### config.mk
export PLATFORM = sky130hd
export DESIGN_NAME = ncl_word_receiver
export DESIGN_NICKNAME = d
export VERILOG_FILES = /design/src/rtl/ncl_pkg.sv /design/src/rtl/ncl_rail_sync.sv /design/src/rtl/ncl_word_receiver.sv
export SDC_FILE = /design/constraint.sdc
export NUM_CORES = 1
export LEC_CHECK = 0
export ABC_AREA = 1
export ABC_CLOCK_PERIOD_IN_PS = 1800
export CAP_MARGIN = 0
export CORE_UTILIZATION = 40
export CTS_CLUSTER_DIAMETER = 150
export DETAILED_ROUTE_END_ITERATION = 7
export SYNTH_ARGS = -nofsm -noshare
export SYNTH_HDL_FRONTEND = slang
export SYNTH_SLANG_ARGS = --single-unit
### constraint.sdc
create_clock -name clk -period 1.8 [get_ports clk]
set_clock_uncertainty 0.05 [all_clocks]
set_input_delay 0.36 -clock clk [delete_from_list [all_inputs] [get_ports clk]]
set_output_delay 0.36 -clock clk [all_outputs]
set_load 0.03 [all_outputs]
### src/rtl/ncl_pkg.sv
// Shared types for the NCL word receiver.
// FSM states, rail indices and the dual-rail pair type.
package ncl_pkg;

  typedef enum logic {
    WAIT_DATA = 1'b0,
    WAIT_NULL = 1'b1
  } ncl_state_e;

  localparam int RAIL_T = 1;
  localparam int RAIL_F = 0;

  typedef logic [1:0] dr_pair_t;

endpackage

### src/rtl/ncl_rail_sync.sv
// Async-reset flop chain bringing one NCL rail
// into the clk domain.
module ncl_rail_sync #(
  parameter int STAGES = 2
) (
  input  logic clk,
  input  logic init_n,
  input  logic d_i,
  output logic q_o
);

  logic [STAGES-1:0] chain_q;
  logic [STAGES-1:0] chain_d;

  // shift the rail one flop deeper each cycle
  always_comb begin
    chain_d = {chain_q[STAGES-2:0], d_i};
  end

  // synchronizer flops, cleared by reset
  always_ff @(posedge clk or negedge init_n) begin
    if (!init_n) chain_q <= '0;
    else         chain_q <= chain_d;
  end

  assign q_o = chain_q[STAGES-1];

endmodule

### src/rtl/ncl_word_receiver.sv
// Clocked sink/checker for a dual-rail NCL word stream:
// completion detection, capture, count, sequence check.
module ncl_word_receiver
  import ncl_pkg::*;
#(
  parameter int WIDTH       = 32,
  parameter int SYNC_STAGES = 2,
  parameter int CHECK_SEQ   = 1
) (
  input  logic             clk,
  input  logic             init_n,
  input  logic [WIDTH-1:0] sum_t_i,
  input  logic [WIDTH-1:0] sum_f_i,
  input  logic             cout_t_i,
  input  logic             cout_f_i,
  output logic             comp_o,
  output logic [WIDTH-1:0] data_o,
  output logic             cout_o,
  output logic             valid_o,
  input  logic             ready_i,
  output logic [31:0]      word_cnt_o,
  output logic             enc_err_o,
  output logic             seq_err_o
);

  localparam int NB = WIDTH + 1;

  logic [NB-1:0] t_raw;
  logic [NB-1:0] f_raw;
  logic [NB-1:0] t_s;
  logic [NB-1:0] f_s;
  dr_pair_t      pair [NB];

  assign t_raw = {cout_t_i, sum_t_i};
  assign f_raw = {cout_f_i, sum_f_i};

  for (genvar i = 0; i < NB; i++) begin : g_bit
    ncl_rail_sync #(.STAGES(SYNC_STAGES)) u_sync_t (
      .clk    (clk),
      .init_n (init_n),
      .d_i    (t_raw[i]),
      .q_o    (t_s[i])
    );
    ncl_rail_sync #(.STAGES(SYNC_STAGES)) u_sync_f (
      .clk    (clk),
      .init_n (init_n),
      .d_i    (f_raw[i]),
      .q_o    (f_s[i])
    );
  end

  logic [NB-1:0] bit_cmp;
  logic [NB-1:0] bit_ill;
  logic          word_cmp;
  logic          word_nul;
  logic          any_ill;

  // per-bit status and word-level reduction trees
  always_comb begin
    bit_cmp = '0;
    bit_ill = '0;
    for (int i = 0; i < NB; i++) begin
      pair[i]         = '0;
      pair[i][RAIL_T] = t_s[i];
      pair[i][RAIL_F] = f_s[i];
      bit_cmp[i]      = pair[i][RAIL_T] | pair[i][RAIL_F];
      bit_ill[i]      = pair[i][RAIL_T] & pair[i][RAIL_F];
    end
    word_cmp = &bit_cmp;
    word_nul = ~|bit_cmp;
    any_ill  = |bit_ill;
  end

  ncl_state_e       state_q, state_d;
  logic             valid_q, valid_d;
  logic [WIDTH-1:0] data_q, data_d;
  logic             cout_q, cout_d;
  logic [31:0]      cnt_q, cnt_d;
  logic             enc_q, enc_d;
  logic             seq_q, seq_d;
  logic             seeded_q, seeded_d;

  logic             free;
  logic             capture;
  logic [WIDTH-1:0] cap_word;
  logic             cap_cout;
  logic [WIDTH-1:0] prev_inc;
  logic             seq_bad;

  // FSM, output register, counter and checker
  always_comb begin
    free     = !valid_q | ready_i;
    capture  = (state_q == WAIT_DATA) & word_cmp & free;
    cap_word = t_s[WIDTH-1:0];
    cap_cout = t_s[WIDTH];
    prev_inc = data_q + WIDTH'(1);
    seq_bad  = seeded_q
             & ((cap_word != prev_inc)
             | (cap_cout != (cap_word == '0)));

    state_d  = state_q;
    valid_d  = valid_q;
    data_d   = data_q;
    cout_d   = cout_q;
    cnt_d    = cnt_q;
    enc_d    = enc_q | any_ill;
    seq_d    = seq_q;
    seeded_d = seeded_q;

    unique case (state_q)
      WAIT_DATA: if (capture) state_d = WAIT_NULL;
      WAIT_NULL: if (word_nul) state_d = WAIT_DATA;
      default:   state_d = WAIT_DATA;
    endcase

    if (valid_q && ready_i) valid_d = 1'b0;

    if (capture) begin
      valid_d  = 1'b1;
      data_d   = cap_word;
      cout_d   = cap_cout;
      cnt_d    = cnt_q + 32'd1;
      seeded_d = 1'b1;
      if (CHECK_SEQ != 0 && seq_bad) seq_d = 1'b1;
    end
  end

  // state and output registers
  always_ff @(posedge clk or negedge init_n) begin
    if (!init_n) begin
      state_q  <= WAIT_DATA;
      valid_q  <= 1'b0;
      data_q   <= '0;
      cout_q   <= 1'b0;
      cnt_q    <= '0;
      enc_q    <= 1'b0;
      seq_q    <= 1'b0;
      seeded_q <= 1'b0;
    end else begin
      state_q  <= state_d;
      valid_q  <= valid_d;
      data_q   <= data_d;
      cout_q   <= cout_d;
      cnt_q    <= cnt_d;
      enc_q    <= enc_d;
      seq_q    <= seq_d;
      seeded_q <= seeded_d;
    end
  end

  assign comp_o     = (state_q == WAIT_NULL);
  assign valid_o    = valid_q;
  assign data_o     = data_q;
  assign cout_o     = cout_q;
  assign word_cnt_o = cnt_q;
  assign enc_err_o  = enc_q;
  assign seq_err_o  = seq_q;

endmodule

==> flow_summary.yaml <==
clock_network:
  clock_path_buffers: 3
  clkLatencyLatePin_ps: 510
  cts_root_buf: "clkbuf_16"
  cts_tree: "yes"
  cts_made_buffers: 22
  path_clk_slew_ps: 60
  htreeDepth: 1
  clock-sinks: 202
synthesis:
  synth.net_count: 1071
  synth_area_leaders: "dfrtp_1 (57%), nand2_1 (13%), nor2_1 (6.2%)"
  synth_area_mm2: 0.00882
  yosysSeqAreaShare_pct: 57.3
  synth-edff-count: 0
  syn_inst: 1000
  yosys_warnings: 0
  async_flop_share_pct: 100
  yosys.area.top_type_share_pct: 57.3
  ys.flop_type: "dfrtp_1"
  yosys.cell_count.top_type: "nand2_1"
  synth_area_leader_cell: "dfrtp_1"
  avgSynthCellArea_um2: 8.82
  synth_cell_type_count: 30
  ys_ff_latch: 202
  synth_common_cells: "nand2_1 (315), dfrtp_1 (202), nor2_1 (146)"
grt:
  grt_pass1_wl_um: 39700
  antenna_found_initial: 0
  grt_usage_pct: 22.7
  grt_pass1_vias: 7780
  grt_max_degree: 63
  gr-total-overflow: 0
critical_path:
  cpMostUsedCell: "nand2_1"
  worst_path_max_delay_cell: "dfrtp_1"
  cp_cell_sequence: "nor2_4, buf_4, nor4_1, nand2_1, nor4_4, nand3_4, inv_6, clkbuf_16, nand2_1, nand2_1"
  critical_path.top_delay_family: "simple AND/OR/NAND/NOR gates"
  crit_arrival_ps: 2350
  end_kind: "register"
  r2r_setup_slack_ps: -150
  reg2reg_to: "data_o[18]$_DFFE_PN0P_"
  crit_type: "register to register"
  crit_buf_inv: 3
  cp_data_required_time_ps: 2200
  rr_startpoint: "g_bit[0].u_sync_t.chain_q[1]$_DFF_PN0_"
  reg2reg_depth: 10
  start_kind: "register"
  worst-path-max-fanout: 5
  critPathMaxStageDelay_ps: 410
routing:
  wl_met2_um: 11800
  routed-wl-met3_um: 1430
  routedWlPerCell_um: 16.0
  drt_pass1_iterations: 6
  postRouteAntennaNets: 0
  drtIter0Drc: 534
  route.detailed.drc: 0
  dr_total_vias: 8061
  viasPerCell: 5.00
  wl_met1_um: 11600
  routed_wl_um: 25800
  top_layer: "met4"
place:
  placed_cell_area_mm2: 0.0117
  place.gp.congestion: 0.979
  dp_hpwl_um: 18900
  portBuffers: 137
finish:
  nets: 1391
  antenna_cells: 0
  fill_cells: 1807
  drive_above_1_share_pct: 30.5
  fin_area_mm2: 0.0134
  syn2layout_area_growth_pct: 51.4
job:
  cap_violations: 0
status:
  violations: "negative setup slack"
  status: "finished with violations"
die:
  dieHeight_um: 150
  initial_core_util_pct: 41.4
  ios: 138
  die_w_um: 150
  row_count: 53
  core_mm2: 0.0213
  die_area_mm2: 0.0226
power:
  p_leak_uw: 0.00633
  peakVddDrop_v: 0.000681
  power_density_mw_per_mm2: 752
timing:
  setup_viol: 56
  slew_headroom_pct: 69.4
  hold_violations: 0
  rsz0062_at_grt: "true"
  hold_ws_ps: 234
  setup_ws_ps: -150
  final-max-slew-violation-count: 0
  post-route-period-util_pct: 108
  tightest_slew_ps: 457
  post-route-min-period_ps: 1950
  max_freq_mhz: 513
worst_hold_path:
  min_from: "sum_t_i[22]"
  holdPathEnd: "g_bit[22].u_sync_t.chain_q[0]$_DFF_PN0_"
  min_path_type: "input pin to register"
  hold_depth: 1
-- through the flow --
stage               setup slack [ps]  power (uW)  utilization [%]  instances  setup TNS, ps
floorplan                      -18.8        5050                -       1000          -18.8
global placement                -163        5510             54.8       1538          -4570
detailed placement              -165        5520             54.8       1538          -4880
CTS                             -130       10100             59.7       1598          -2620
global route                    -257       10400             62.7       1611         -12590
finish                          -150       10000             62.7       1611          -6030
-- worst reg2reg max path: cells and delay by family, from the launching register on --
family / cells / cell delay, ps
buffers and inverters: 3 / 450
flip-flops: 1 / 410
AND/OR/NAND/NOR: 7 / 980
-- worst max-delay path by stage --
stage,start,endpoint,slack [ps],depth (start not counted)
floorplan,data_o[0]$_DFFE_PN0P_,seq_err_o$_DFFE_PN0P_,-20,12
global placement,g_bit[18].u_sync_t.chain_q[1]$_DFF_PN0_,word_cnt_o[6]$_DFFE_PN0P_,-160,7
detailed placement,g_bit[20].u_sync_t.chain_q[1]$_DFF_PN0_,word_cnt_o[31]$_DFFE_PN0P_,-160,7
CTS,g_bit[21].u_sync_t.chain_q[1]$_DFF_PN0_,word_cnt_o[17]$_DFFE_PN0P_,-130,8
global route,data_o[1]$_DFFE_PN0P_,seq_err_o$_DFFE_PN0P_,-260,13
finish,g_bit[0].u_sync_t.chain_q[1]$_DFF_PN0_,data_o[18]$_DFFE_PN0P_,-150,10
-- registers in the layout, indices dropped and copies added (netlist names) --
signal                  flops
seq_err_o                   1
comp_o                      1
data_o                     32
word_cnt_o                 32
valid_o                     1
g_bit.u_sync_t.chain_q     66
seeded_q                    1
g_bit.u_sync_f.chain_q     66
enc_err_o                   1
cout_o                      1
-- final cells by class --
cell class | count | area, um2 | area share [%]
Sequential cell | 202 | 5070 | 38.0
Multi-Input combinational cell | 711 | 4070 | 30.5
Timing Repair Buffer | 312 | 2850 | 21.3
Clock buffer | 29 | 628 | 4.70
Tap cell | 275 | 344 | 2.58
Inverter | 71 | 284 | 2.13
Clock inverter | 11 | 104 | 0.778
-- power by group --
group          total [uW]  switching (uW)  internal [uW]
Clock                4490            1860           2630
Sequential           4780            88.6           4700
Combinational         761             389            372
Total               10000            2340           7700
-- cells in the final DEF, fill, tap and decap left out, types with 15 or more instances in the layout --
master,n
nand2_4,15
nor2_4,19
nand2_2,33
nor2_1,110
inv_1,64
xor2_1,41
dfrtp_1,188
nand4_1,44
buf_4,153
clkdlybuf4s15_2,22
clkbuf_16,27
nor2_2,26
nand3_1,33
dlygate4sd2_1,15
xnor2_1,20
nand2_1,267
clkdlybuf4s50_1,67
nor4_1,15
-- cell families (layout without fill, tap and decap cells) --
| kind of cell | Yosys count | in the layout | share of synthesized area [%] |
|---|---|---|---|
| and+or+nand+nor | 611 | 611 | 29.8 |
| DFF | 202 | 202 | 57.3 |
| buffers and inverters | 87 | 423 | 3.97 |
| xor gates and xnor gates | 64 | 64 | 6.36 |
| AOI/OAI and AO/OA | 34 | 34 | 2.24 |
| adders and majority gates | 2 | 2 | 0.284 |
-- metal layers --
metal	global-route usage, %	up-vias
met5	0	-
met4	8.79	0
met3	4.12	68
met2	35.1	254
met1	31.6	3878
li1	-	3861
-- timing repair --
item | CTS | global route
gates resized for setup | 191 | 184
hold buffers | 1 | 0
endpoints found under the hold margin | 111 | 0
gates cloned | 0 | 5
buffers inserted | 19 | 8
pin swaps | 28 | 47
endpoints found under the setup margin | 120 | 98
Note: power is estimated with default switching activity, not from simulation.
